$ cat src/rtl/ram4_bank.sv
// Four-word register bank fed by a 4-way load demux, with a 4-edge zero-fill sweep and a
// registered read port. Optional per-word parity is enabled with RAM4_BANK_PARITY_EN.
module ram4_bank #(
    parameter int unsigned WIDTH = 16
) (
    input  logic             clk,
    input  logic             reset,
    input  logic [WIDTH-1:0] in,
    input  logic             load,
    input  logic [1:0]       address,
    input  logic             clear,
    input  logic             par_inject,
    output logic [WIDTH-1:0] out,
    output logic             out_valid,
    output logic             busy,
    output logic             parity_err
);

    typedef enum logic {
        StClear = 1'b0,
        StRun   = 1'b1
    } state_e;

    state_e           state_q, state_d;
    logic [1:0]       clr_ptr_q, clr_ptr_d;
    logic             load_a, load_b, load_c, load_d;
    logic [3:0]       wr_sel;
    logic [WIDTH-1:0] wr_data;
    logic [WIDTH-1:0] mem_q [4];
    logic [WIDTH-1:0] out_q;
    logic             out_valid_q;

    assign load_a = load & (address == 2'd0);
    assign load_b = load & (address == 2'd1);
    assign load_c = load & (address == 2'd2);
    assign load_d = load & (address == 2'd3);

    always_comb begin
        state_d   = state_q;
        clr_ptr_d = clr_ptr_q;
        wr_sel    = '0;
        wr_data   = in;
        unique case (state_q)
            StClear: begin
                wr_sel    = 4'b0001 << clr_ptr_q;
                wr_data   = '0;
                clr_ptr_d = clr_ptr_q + 2'd1;
                if (clr_ptr_q == 2'd3) begin
                    state_d = StRun;
                end
            end
            StRun: begin
                // A clear request drops any load presented on the same edge.
                if (clear) begin
                    state_d   = StClear;
                    clr_ptr_d = '0;
                end else begin
                    wr_sel = {load_d, load_c, load_b, load_a};
                end
            end
            default: ;
        endcase
    end

    always_ff @(posedge clk) begin
        if (reset) begin
            state_q     <= StClear;
            clr_ptr_q   <= '0;
            out_q       <= '0;
            out_valid_q <= 1'b0;
        end else begin
            state_q   <= state_d;
            clr_ptr_q <= clr_ptr_d;
            if (state_q == StRun) begin
                out_q       <= mem_q[address];
                out_valid_q <= 1'b1;
            end else begin
                out_q       <= '0;
                out_valid_q <= 1'b0;
            end
        end
    end

    // Contents are left alone on the reset edge; the following sweep zeroes them.
    always_ff @(posedge clk) begin
        if (!reset) begin
            for (int k = 0; k < 4; k++) begin
                if (wr_sel[k]) begin
                    mem_q[k] <= wr_data;
                end
            end
        end
    end

    assign out       = out_q;
    assign out_valid = out_valid_q;
    assign busy      = (state_q == StClear);

`ifdef RAM4_BANK_PARITY_EN
    logic par_q [4];
    logic wr_par;
    logic perr_q;

    assign wr_par = (state_q == StRun) ? (^in ^ par_inject) : 1'b0;

    always_ff @(posedge clk) begin
        if (!reset) begin
            for (int k = 0; k < 4; k++) begin
                if (wr_sel[k]) begin
                    par_q[k] <= wr_par;
                end
            end
        end
    end

    always_ff @(posedge clk) begin
        if (reset) begin
            perr_q <= 1'b0;
        end else if (state_q == StRun) begin
            perr_q <= (^mem_q[address]) != par_q[address];
        end else begin
            perr_q <= 1'b0;
        end
    end

    assign parity_err = perr_q;
`else
    logic unused_par_inject;
    assign unused_par_inject = par_inject;
    assign parity_err        = 1'b0;
`endif

endmodule

$ cat config.mk
export PLATFORM = sky130hd
export DESIGN_NAME = ram4_bank
export DESIGN_NICKNAME = d
export VERILOG_FILES = /design/src/rtl/ram4_bank.sv
export SDC_FILE = /design/constraint.sdc
export NUM_CORES = 1
export LEC_CHECK = 0
export CAP_MARGIN = 0
export CELL_PAD_IN_SITES_DETAIL_PLACEMENT = 2
export CELL_PAD_IN_SITES_GLOBAL_PLACEMENT = 2
export CORE_MARGIN = 5
export CORE_UTILIZATION = 39
export DETAILED_ROUTE_END_ITERATION = 6
export PLACE_DENSITY = 0.84
export REMOVE_ABC_BUFFERS = 1
export SLEW_MARGIN = 20
export SYNTH_ARGS = -nofsm -noshare
export SYNTH_HDL_FRONTEND = slang
export SYNTH_SLANG_ARGS = --single-unit
$ cat constraint.sdc
create_clock -name clk -period 4.07 [get_ports clk]
set_clock_uncertainty 0.2 [all_clocks]
set_input_delay 0.814 -clock clk [delete_from_list [all_inputs] [get_ports clk]]
set_output_delay 0.814 -clock clk [all_outputs]
set_load 0.02 [all_outputs]
### Word-level counts from Yosys, hierarchy flattened

Memory sizes are Yosys's and may differ from the RTL's. A register that Yosys moved wholly into a read port is not among the register bits.
Index checks and enable logic that the tools add are counted.

* muxes and demuxes: 21
* equality and inequality tests: 5
* add/sub/neg operators: 1
* bitwise logic cells: 5
* reductions and logical operators: 2
* shift operators: 1

Operators with widths (number)
* $mux W16: 1
* $mux W1: 15
* $pmux W4 S2: 1
* $eq A2 B2 Y1 const B: 3
* $and A1 B1 Y1: 4
* $mux W4: 1
* $pmux W2 S2: 1
* $shl A1 B2 Y4 const A: 1
* $add A2 B1 Y2 const B: 1
* $eq A2 B1 Y1 const B: 1
* $logic_not A2 Y1: 1
* $mux W2: 1
* $ne A2 B2 Y1 const B: 1
* $pmux W1 S2: 1
* $reduce_or A2 Y1: 1
* $not A1 Y1: 1

* output and inout port bits: 19
* memories: 1
* register bits: 4
* memory bits (writable): 64
* logic and storage cells: 39

Memories
* mem_q: depth 4, width 16, rd ports 1, clocked after Yosys merged registers in 1, wr ports 4, line 29 `logic [WIDTH-1:0] mem_q [4];`

### Logic depth before layout (Yosys ltp)

Gate-level depths: netlist of run 1.

* depth after elaboration: 7
* mapped depth: 4
* mapped depth without buffers: 4

### Worst setup path before layout of run 1

No wires, ideal clock.

* kind: input to register
* from: input port address[1]
* to: memory mem_q[0][0] (enable)
* stages: 3
* arrival time: 2.513 ns
* buffers on the path: 2
* setup time: 0.414 ns
* path slack: 0.943 ns
* required time: 3.456 ns
* path through: buf_2 > buf_2 > o31ai_1

RTL lines
* from (decl): line 10 `input logic [1:0] address,`
* to (decl): line 29

### Worst setup path in the final report of run 1

* from: register state_q
* to: output port busy

* longest elaborated chain between the ends: 1

Ends and longest elaborated chain
* from (decl): line 24 `state_e state_q, state_d;`
* from (signal assigned): line 67 `state_q <= StClear;`
* from (signal assigned): line 72 `state_q <= state_d;`
* $not A1 Y1
* to (decl): line 15 `output logic busy,`

No other way between the ends.

==> results of run 1 <==
where the power goes:
| part | switching (W) | internal [W] | total [W] |
|---|---|---|---|
| clock network | 0.000291 | 0.000281 | 0.000572 |
| registers | 0.0000161 | 0.000961 | 0.000977 |
| logic | 0.0000694 | 0.0000574 | 0.000127 |
| total | 0.000376 | 0.00130 | 0.00168 |
logic make-up (layout without fill, tap and decap cells):
| logic type | after synthesis | count (layout) |
|---|---|---|
| flip-flops | 84 | 84 |
| multiplexers | 32 | 32 |
| AND/OR/NAND/NOR | 29 | 29 |
| AO/OA/AOI/OAI | 23 | 23 |
| buffers and inverters | 16 | 65 |
| adder cells (fa/ha/maj) | 4 | 4 |
| other | 1 | 1 |
worst paths after layout:
kind | from | endpoint | slack, ns | cells after the start
min | mem_q[0][5] | out[5] | 0.34 | 2
min reg2reg | mem_q[0][5] | out[5] | 0.34 | 2
max | state_q | busy | 1.06 | 2
max reg2reg | state_q | mem_q[1][15] | 1.43 | 3
flip-flops by register name (all words and copies together) (netlist names):
register	flops
mem_q	64
clr_ptr_q	2
state_q	1
out_valid	1
out	16
critical path, cell delays in order (launching register included):
cell	delay, ns
dfxtp_1	0.93
inv_1	0.14
clkdlybuf4s50_1	0.58
metal layers:
metal,wire (um),global-route usage,part of all wire
met5,0,0,0
met1,2730,0.165,0.42
met3,249,0.0381,0.038
met4,73,0.0373,0.011
met2,3520,0.244,0.54
layout make-up:
cell class / count / area [sq um] / share of cell area
clock buffers: 11 / 131 / 0.0336
clock inverters: 5 / 53.8 / 0.0138
inverters: 4 / 15.0 / 0.00384
multi-input cells: 89 / 822 / 0.210
flip-flops and latches: 84 / 2320 / 0.594
well taps: 105 / 131 / 0.0336
repair buffers: 45 / 430 / 0.110
stage by stage:
| stage | std cells | utilization | power (W) |
|---|---|---|---|
| 2_1_floorplan | 177 | - | 0.00105 |
| 3_5_place_dp | 327 | 0.460 | 0.00113 |
| 4_1_cts | 343 | 0.483 | 0.00170 |
| 6_report | 343 | 0.483 | 0.00168 |
| 3_3_place_gp | 327 | 0.460 | 0.00111 |
| 5_1_grt | 343 | 0.483 | 0.00176 |
cells in the final DEF, fill, tap and decap left out, types with 2 or more instances in the layout:
cell             count
or3b_2               2
buf_4                6
clkinvlp_4           2
clkbuf_8             9
mux2i_1             32
nand2b_1             4
ha_1                 4
nand3b_1             2
edfxtp_1            64
a21oi_1              2
o22ai_1              6
dfxtp_1             20
o31ai_4              2
inv_1                4
clkbuf_1             2
and2_1              16
o22ai_2             11
clkdlybuf4s50_1     38
==> flow_metrics.tcl, run 1 <==
set metrics [dict create \
    synth_area_leader_cell "edfxtp_1" \
    crit_type "flop to output pin" \
    clkLatencyLatePin_ns 0.35 \
    yosys.area_share.adder 0.0157 \
    fin_area_sq_um 3910 \
    finalHoldViolCount 0 \
    overflow 0 \
    cts_buffer_depth 2 \
    synth_common_cells "64 x edfxtp_1, 32 x mux2i_1, 20 x dfxtp_1" \
    synth_area_leaders "edfxtp_1 60%, dfxtp_1 13%, mux2i_1 10%, o22ai_2 3.9%, and2_1 3.1%" \
    startpoint_type "flop" \
    start_util 0.395 \
    yosysUniqueCellTypes 25 \
    tns_ns 0 \
    grt_max_degree 33 \
    worst_slack_ns 1.06 \
    io_pins 42 \
    place_congestion 0.693 \
    relSlewSlack 0.387 \
    cts_tree "built" \
    synth-main-ff-cell "edfxtp_1" \
    drc 0 \
    max_freq_mhz 332 \
    die_width_um 101 \
    cts_buffers 9 \
    syn_to_final_growth_pct 22.3 \
    routed_wl_mm 6.58 \
    holdBufCountCts 0 \
    nets 260 \
    post_cts_resized 0 \
    hold_class "flop to flop" \
    holdWs_ns 0.340 \
    synth_xor_area_frac 0 \
    drive_gt1_frac 0.151 \
    p_leak_nw 1.39 \
    synth_warnings 0 \
    peakVddDrop_v 0.000146 \
    yosysTopAreaCellShare 0.602 \
    maxSlewViolCount 0 \
    synth-edff-count 64 \
    critPathMaxFanout 29 \
    clock-sinks 84 \
    antenna_found_initial 0 \
    cts_setup_buffers 0 \
    die_y_um 101 \
    cp-end-kind "output pin" \
    crit_required_ns 3.06 \
    muxShareOfSynthArea 0.100 \
    track_usage 0.138 \
    syn_area_sq_um 3190 \
    htree_levels 3 \
    grt_pass1_vias 1897 \
    syn_inst 189 \
    fin_crit_sh 0.740 \
    synth_compound_area_frac 0.0658 \
    vias 1687 \
    synth_seq_cells 84 \
    ys_async_sr_fraction 0 \
    synth_top_family_by_area "multiplexers" \
    drt_first_iter_violations 27 \
    cts_root_buffer "clkbuf_8" \
    first_pass_iters 4 \
    num_antenna_cells 0 \
    drtAntennaViolNets 0 \
    synthSimpleGateAreaFrac 0.0615 \
    syn_avg_cell_area_sq_um 16.9 \
    fillCellCount 778 \
    status "finished clean" \
    maxCapViolations 0 \
    hpwlAfterDp_mm 4.23 \
    setup_viol 0 \
    fin_crit_ns 3.01 \
    placed_area_sq_um 3720 \
    wire_per_inst_um 19.2 \
    clk_pin_slew_worst_paths_ns 0.08 \
    routed_via_density 4.92 \
    worstMarginPinSlew_ns 0.918 \
    rsz0062_at_grt "no" \
    fp-row-count 33 \
    coreArea_sq_um 8090 \
    synth_most_common_cell "edfxtp_1" \
    grt_pass1_wl_mm 10.3 \
    power.density_nw_per_um2 429 \
    seq_area_frac_synth 0.727 \
    io_buffers 39 \
    arrival_ns 2.00 \
    fp.dieArea_sq_um 10100 \
    pre_cts_slack_ns 0.935 \
]
Power figures use the tool's default switching activity.
==> run 2: changes to the inputs <==
--- a/config.mk
+++ b/config.mk
@@ -9,9 +9,9 @@
 export CELL_PAD_IN_SITES_DETAIL_PLACEMENT = 2
 export CELL_PAD_IN_SITES_GLOBAL_PLACEMENT = 2
 export CORE_MARGIN = 5
-export CORE_UTILIZATION = 39
+export CORE_UTILIZATION = 36
 export DETAILED_ROUTE_END_ITERATION = 6
-export PLACE_DENSITY = 0.84
+export PLACE_DENSITY = 0.82
 export REMOVE_ABC_BUFFERS = 1
 export SLEW_MARGIN = 20
 export SYNTH_ARGS = -nofsm -noshare
==> constraint.sdc (replaced) <==
create_clock -name clk -period 2.7 [get_ports clk]
set_clock_uncertainty 0.2 [all_clocks]
set_input_delay 0.54 -clock clk [delete_from_list [all_inputs] [get_ports clk]]
set_output_delay 0.54 -clock clk [all_outputs]
set_load 0.02 [all_outputs]
==> run 2 against run 1 <==
Design area rose by 1.3%. Wire length is 5.3% higher. Die area grew 7.5%. Register-to-register slack got worse by 0.80 ns. First-iteration DRC count is 140% higher. Clock power increased by 37%. Sequential power increased by 50%. Final cell count grew 2.3%. Non-clock buffer count up 5.
==> flow_metrics.tcl, run 2 (same netlist as run 1, synthesis figures left out) <==
set metrics [dict create \
    crit_cells 3 \
    peakVddDrop_v 0.000213 \
    relSlewSlack 0.313 \
    drtAntennaViolNets 0 \
    switchingPower_w 0.000568 \
    startpoint_type "input port" \
    routed_via_density 4.91 \
    start_util 0.368 \
    antenna_found_initial 0 \
    clock-sinks 84 \
    overflow 0 \
    final_cell_mix "64 x edfxtp_1, 38 x clkdlybuf4s50_1, 32 x mux2i_1" \
    finish.utilization 0.456 \
    critPathMaxFanout 16 \
    grt_max_degree 34 \
    drive_gt1_frac 0.169 \
    final_common_cell "edfxtp_1" \
    reg2regPathDepth 2 \
    maxCapViolations 0 \
    largest_reg_flops 64 \
    max_freq_mhz 414 \
    first_pass_iters 3 \
    cp-end-kind "flop" \
    rsz0062_at_grt "no" \
    reg2reg_from "state_q" \
    regToRegEndpoint "mem_q[0][6]" \
    p_comb_frac 0.084 \
    crit_chain "clkdlybuf4s50_1 -> nand4bb_1 -> o31ai_4" \
    place_congestion 0.713 \
    vias 1723 \
    worstMarginPinSlew_ns 1.03 \
    cts_setup_buffers 0 \
    status "finished clean" \
    finalHoldViolCount 0 \
    cp_top_family "compound AO/OA/AOI/OAI gates" \
    htree_levels 3 \
    coreArea_sq_um 8680 \
    cts_buffers 9 \
    crit_type "input port to flop" \
    startpoint "clear" \
    seq_power_share 0.597 \
    holdWs_ns 0.337 \
    syn_to_final_growth_pct 23.9 \
    io_buffers 39 \
    p_sw_frac 0.231 \
    fp-row-count 34 \
    cp_slowest_stage_delay_ns 0.88 \
    grt_pass1_vias 2015 \
    post_cts_resized 0 \
    clkPwrFrac 0.319 \
    hold_class "flop to flop" \
    arrival_ns 2.18 \
    clk_pin_slew_worst_paths_ns 0.08 \
    setup_viol 0 \
    drt_first_iter_violations 64 \
    die_y_um 104 \
    fp.dieArea_sq_um 10900 \
    nets 265 \
    p_int_w 0.00189 \
    crit_required_ns 2.46 \
    critPathCapture "mem_q[0][6]" \
    cp_num_buf_inv 1 \
    maxSlewViolCount 0 \
    wire_per_inst_um 19.7 \
    routed_wl_mm 6.93 \
    cts_root_buffer "clkbuf_8" \
    io_pins 42 \
    p_leak_nw 1.41 \
    hpwlAfterDp_mm 4.65 \
    power.density_nw_per_um2 622 \
    track_usage 0.135 \
    timing.reg2reg.setup_slack_ns 0.63 \
    holdBufCountCts 0 \
    num_antenna_cells 0 \
    tns_ns 0 \
    slowest_stage "o31ai_4" \
    cts_tree "built" \
    die_width_um 104 \
    cts_buffer_depth 2 \
    drc 0 \
    grt_pass1_wl_mm 11.3 \
    fin_crit_ns 2.42 \
    clkLatencyLatePin_ns 0.34 \
    fin_crit_sh 0.895 \
    largest-register "mem_q" \
]
[run 2: cell types whose count changed in the layout (fill, tap and decap cells not counted), sizes merged]
cell | previous run | this run
buf | 7 | 12
bufinv | 1 | 0
clkinv | 2 | 3
[run 2: power groups by stage]
stage / Sequential (W) / Combinational, W / Clock, W
2_1_floorplan: 0.00150 / 0.0000869 / 0
3_3_place_gp: 0.00149 / 0.000194 / 0
3_5_place_dp: 0.00150 / 0.000211 / 0
4_1_cts: 0.00147 / 0.000213 / 0.000807
5_1_grt: 0.00148 / 0.000225 / 0.000869
6_report: 0.00147 / 0.000207 / 0.000785
[run 2: layer usage]
| layer | vias to the layer above | share of wire | GRT usage |
|---|---|---|---|
| met3 | 9 | 0.032 | 0.0323 |
| met5 | - | 0 | 0 |
| met2 | 30 | 0.53 | 0.237 |
| met1 | 875 | 0.43 | 0.160 |
| met4 | 0 | 0.013 | 0.0500 |
| li1 | 809 | - | - |
[run 2: how the worst min path moves through the flow]
stage / endpoint / depth (start not counted) / startpoint / slack (ns)
floorplan: out[6] / 2 / mem_q[1][6] / 0.28
global placement: out[4] / 2 / mem_q[0][4] / 0.32
detailed placement: out[2] / 2 / mem_q[0][2] / 0.33
CTS: out[2] / 2 / mem_q[0][2] / 0.34
global route: clr_ptr_q[1] / 2 / clr_ptr_q[1] / 0.37
finish: out[2] / 2 / mem_q[0][2] / 0.34
[run 2: cell type report]
cell class / instances / area, sq um
fill: 823 / 4720
timing repair buffer: 50 / 493
multi-input combinational: 89 / 822
clock inverter: 5 / 27.5
tap: 108 / 135
clock buffer: 11 / 141
inverter: 4 / 15.0
sequential: 84 / 2320
[run 2: metrics by stage]
step	total power, W	instance area (sq um)	cells	setup slack, ns
floorplan	0.00159	3120	177	0.0101
global placement	0.00169	3790	335	0.0167
detailed placement	0.00171	3790	335	-0.113
CTS	0.00249	3960	351	0.232
global route	0.00257	3960	351	0.163
finish	0.00246	3960	351	0.283
[run 2: worst register-to-register path: cells and delay by family (launching register included)]
kind            cells  cell delay (ns)
simple gates        1             0.23
flops               1             0.38
compound gates      1             0.88
==> run 3: changes to the inputs <==
--- a/config.mk
+++ b/config.mk
@@ -9,9 +9,9 @@
 export CELL_PAD_IN_SITES_DETAIL_PLACEMENT = 2
 export CELL_PAD_IN_SITES_GLOBAL_PLACEMENT = 2
 export CORE_MARGIN = 5
-export CORE_UTILIZATION = 36
+export CORE_UTILIZATION = 31
 export DETAILED_ROUTE_END_ITERATION = 6
-export PLACE_DENSITY = 0.82
+export PLACE_DENSITY = 0.73
 export REMOVE_ABC_BUFFERS = 1
 export SLEW_MARGIN = 20
 export SYNTH_ARGS = -nofsm -noshare
==> run 3 against run 2 <==
Flip-flop and latch count unchanged. Final cell count rose by 7.7%. Wire length decreased by 4.6%. First-iteration DRC count rose by 30%. Hold slack worse by 0.0069 ns. Sequential power hardly changed. Critical path depth unchanged. Setup slack worse by 0.028 ns. Maximum frequency down 1.2%. Global-route usage down 2.4 points. Critical path type is now flop to output pin. Critical endpoint is now busy.
==> flow_metrics.tcl, run 3 (same netlist as run 1, synthesis figures left out) <==
set metrics [dict create \
    startpoint "state_q" \
    routed_wl_mm 6.61 \
    fin_area_sq_um 4030 \
    min-delay-start "mem_q[1][6]" \
    track_usage 0.112 \
    reg2reg_from "state_q" \
    clock-sinks 84 \
    max_freq_mhz 409 \
    cts_root_buffer "clkbuf_8" \
    final_common_cell "edfxtp_1" \
    fp-row-count 37 \
    relSlewSlack 0.304 \
    setup_viol 0 \
    grt_pass1_vias 1963 \
    cts_setup_buffers 0 \
    grt_busiest_layer "met2" \
    grt_pass1_wl_mm 10.6 \
    grt_use_met3 0.0217 \
    num_antenna_cells 0 \
    power.density_nw_per_um2 674 \
    cts_tree "built" \
    final_cell_mix "64 x edfxtp_1, 38 x clkdlybuf4s50_1, 32 x mux2i_1" \
    htree_levels 3 \
    fin_crit_ns 2.45 \
    p_leak_nw 1.43 \
    syn_to_final_growth_pct 26.1 \
    holdBufCountCts 0 \
    first_pass_iters 4 \
    power_w 0.00272 \
    use_met1 0.134 \
    io_buffers 39 \
    overflow 0 \
    post_cts_resized 0 \
    die_width_um 112 \
    wire_per_inst_um 17.5 \
    antenna_found_initial 0 \
    fp.dieArea_sq_um 12400 \
    hpwlAfterDp_mm 4.17 \
    nets 264 \
    crit_type "flop to output pin" \
    drc 0 \
    grt_use_met2 0.198 \
    drtAntennaViolNets 0 \
    startpoint_type "flop" \
    coreArea_sq_um 10200 \
    maxCapViolations 0 \
    peakVddDrop_v 0.000247 \
    start_util 0.314 \
    cts_buffers 9 \
    arrival_ns 1.71 \
    grt_max_degree 33 \
    cts_buffer_depth 2 \
    place_congestion 0.692 \
    placed_area_sq_um 3790 \
    largest-register "mem_q" \
    clk_pin_slew_worst_paths_ns 0.08 \
    hold_class "flop to flop" \
    crit_required_ns 1.96 \
    status "finished clean" \
    critPathMaxFanout 22 \
    fillCellCount 1006 \
    rsz0062_at_grt "no" \
    worst_slack_ns 0.255 \
    drt_first_iter_violations 83 \
    worstMarginPinSlew_ns 1.04 \
    pre_cts_slack_ns -0.0698 \
    finalHoldViolCount 0 \
    cp-end-kind "output pin" \
    largest_reg_flops 64 \
    drive_gt1_frac 0.174 \
    routed_via_density 4.53 \
    clkLatencyLatePin_ns 0.34 \
    io_pins 42 \
    fin_crit_sh 0.906 \
    vias 1712 \
    maxSlewViolCount 0 \
    die_y_um 112 \
]
==> run 3: worst paths after layout <==
path,endpoint,slack [ns],depth (start not counted)
worst max-delay path,busy,0.25,3
worst min-delay path,out[6],0.33,2
worst max register to register,mem_q[0][7],0.58,2
worst min register to register,out[6],0.33,2
==> run 3: final cells by class <==
cell class | instances | area (sq um) | area share
sequential | 84 | 2320 | 0.576
multi-input combinational | 89 | 822 | 0.204
timing repair buffer | 49 | 460 | 0.114
tap | 136 | 170 | 0.0422
clock buffer | 9 | 124 | 0.0307
clock inverter | 7 | 115 | 0.0286
inverter | 4 | 15.0 | 0.00373
==> run 3: stage by stage <==
| step | cells | util | TNS (ns) | hold WS [ns] |
|---|---|---|---|---|
| after CTS | 378 | 0.396 | 0 | 0.328 |
| after detailed placement | 362 | 0.372 | -2.18 | 0.308 |
| final | 378 | 0.396 | 0 | 0.331 |
| after floorplan | 177 | - | 0 | 0.279 |
| after global placement | 362 | 0.372 | 0 | 0.303 |
| after global routing | 378 | 0.396 | 0 | 0.360 |
==> run 3: power breakdown <==
group,switching (W),total (W),internal [W]
clock,0.000442,0.00105,0.000611
combinational,0.000110,0.000197,0.0000867
sequential,0.0000188,0.00147,0.00145
total,0.000571,0.00272,0.00215
==> run 3: critical path: stages, from the launching register on <==
cell             delay [ns]
dfxtp_1                0.44
buf_4                  0.30
inv_1                  0.09
clkdlybuf4s50_1        0.55
==> run 3: metal layers <==
layer | vias up | share of wire
li1 | 809 | -
met1 | 867 | 0.45
met2 | 30 | 0.52
met3 | 6 | 0.025
met4 | 0 | 0.0097
met5 | - | 0
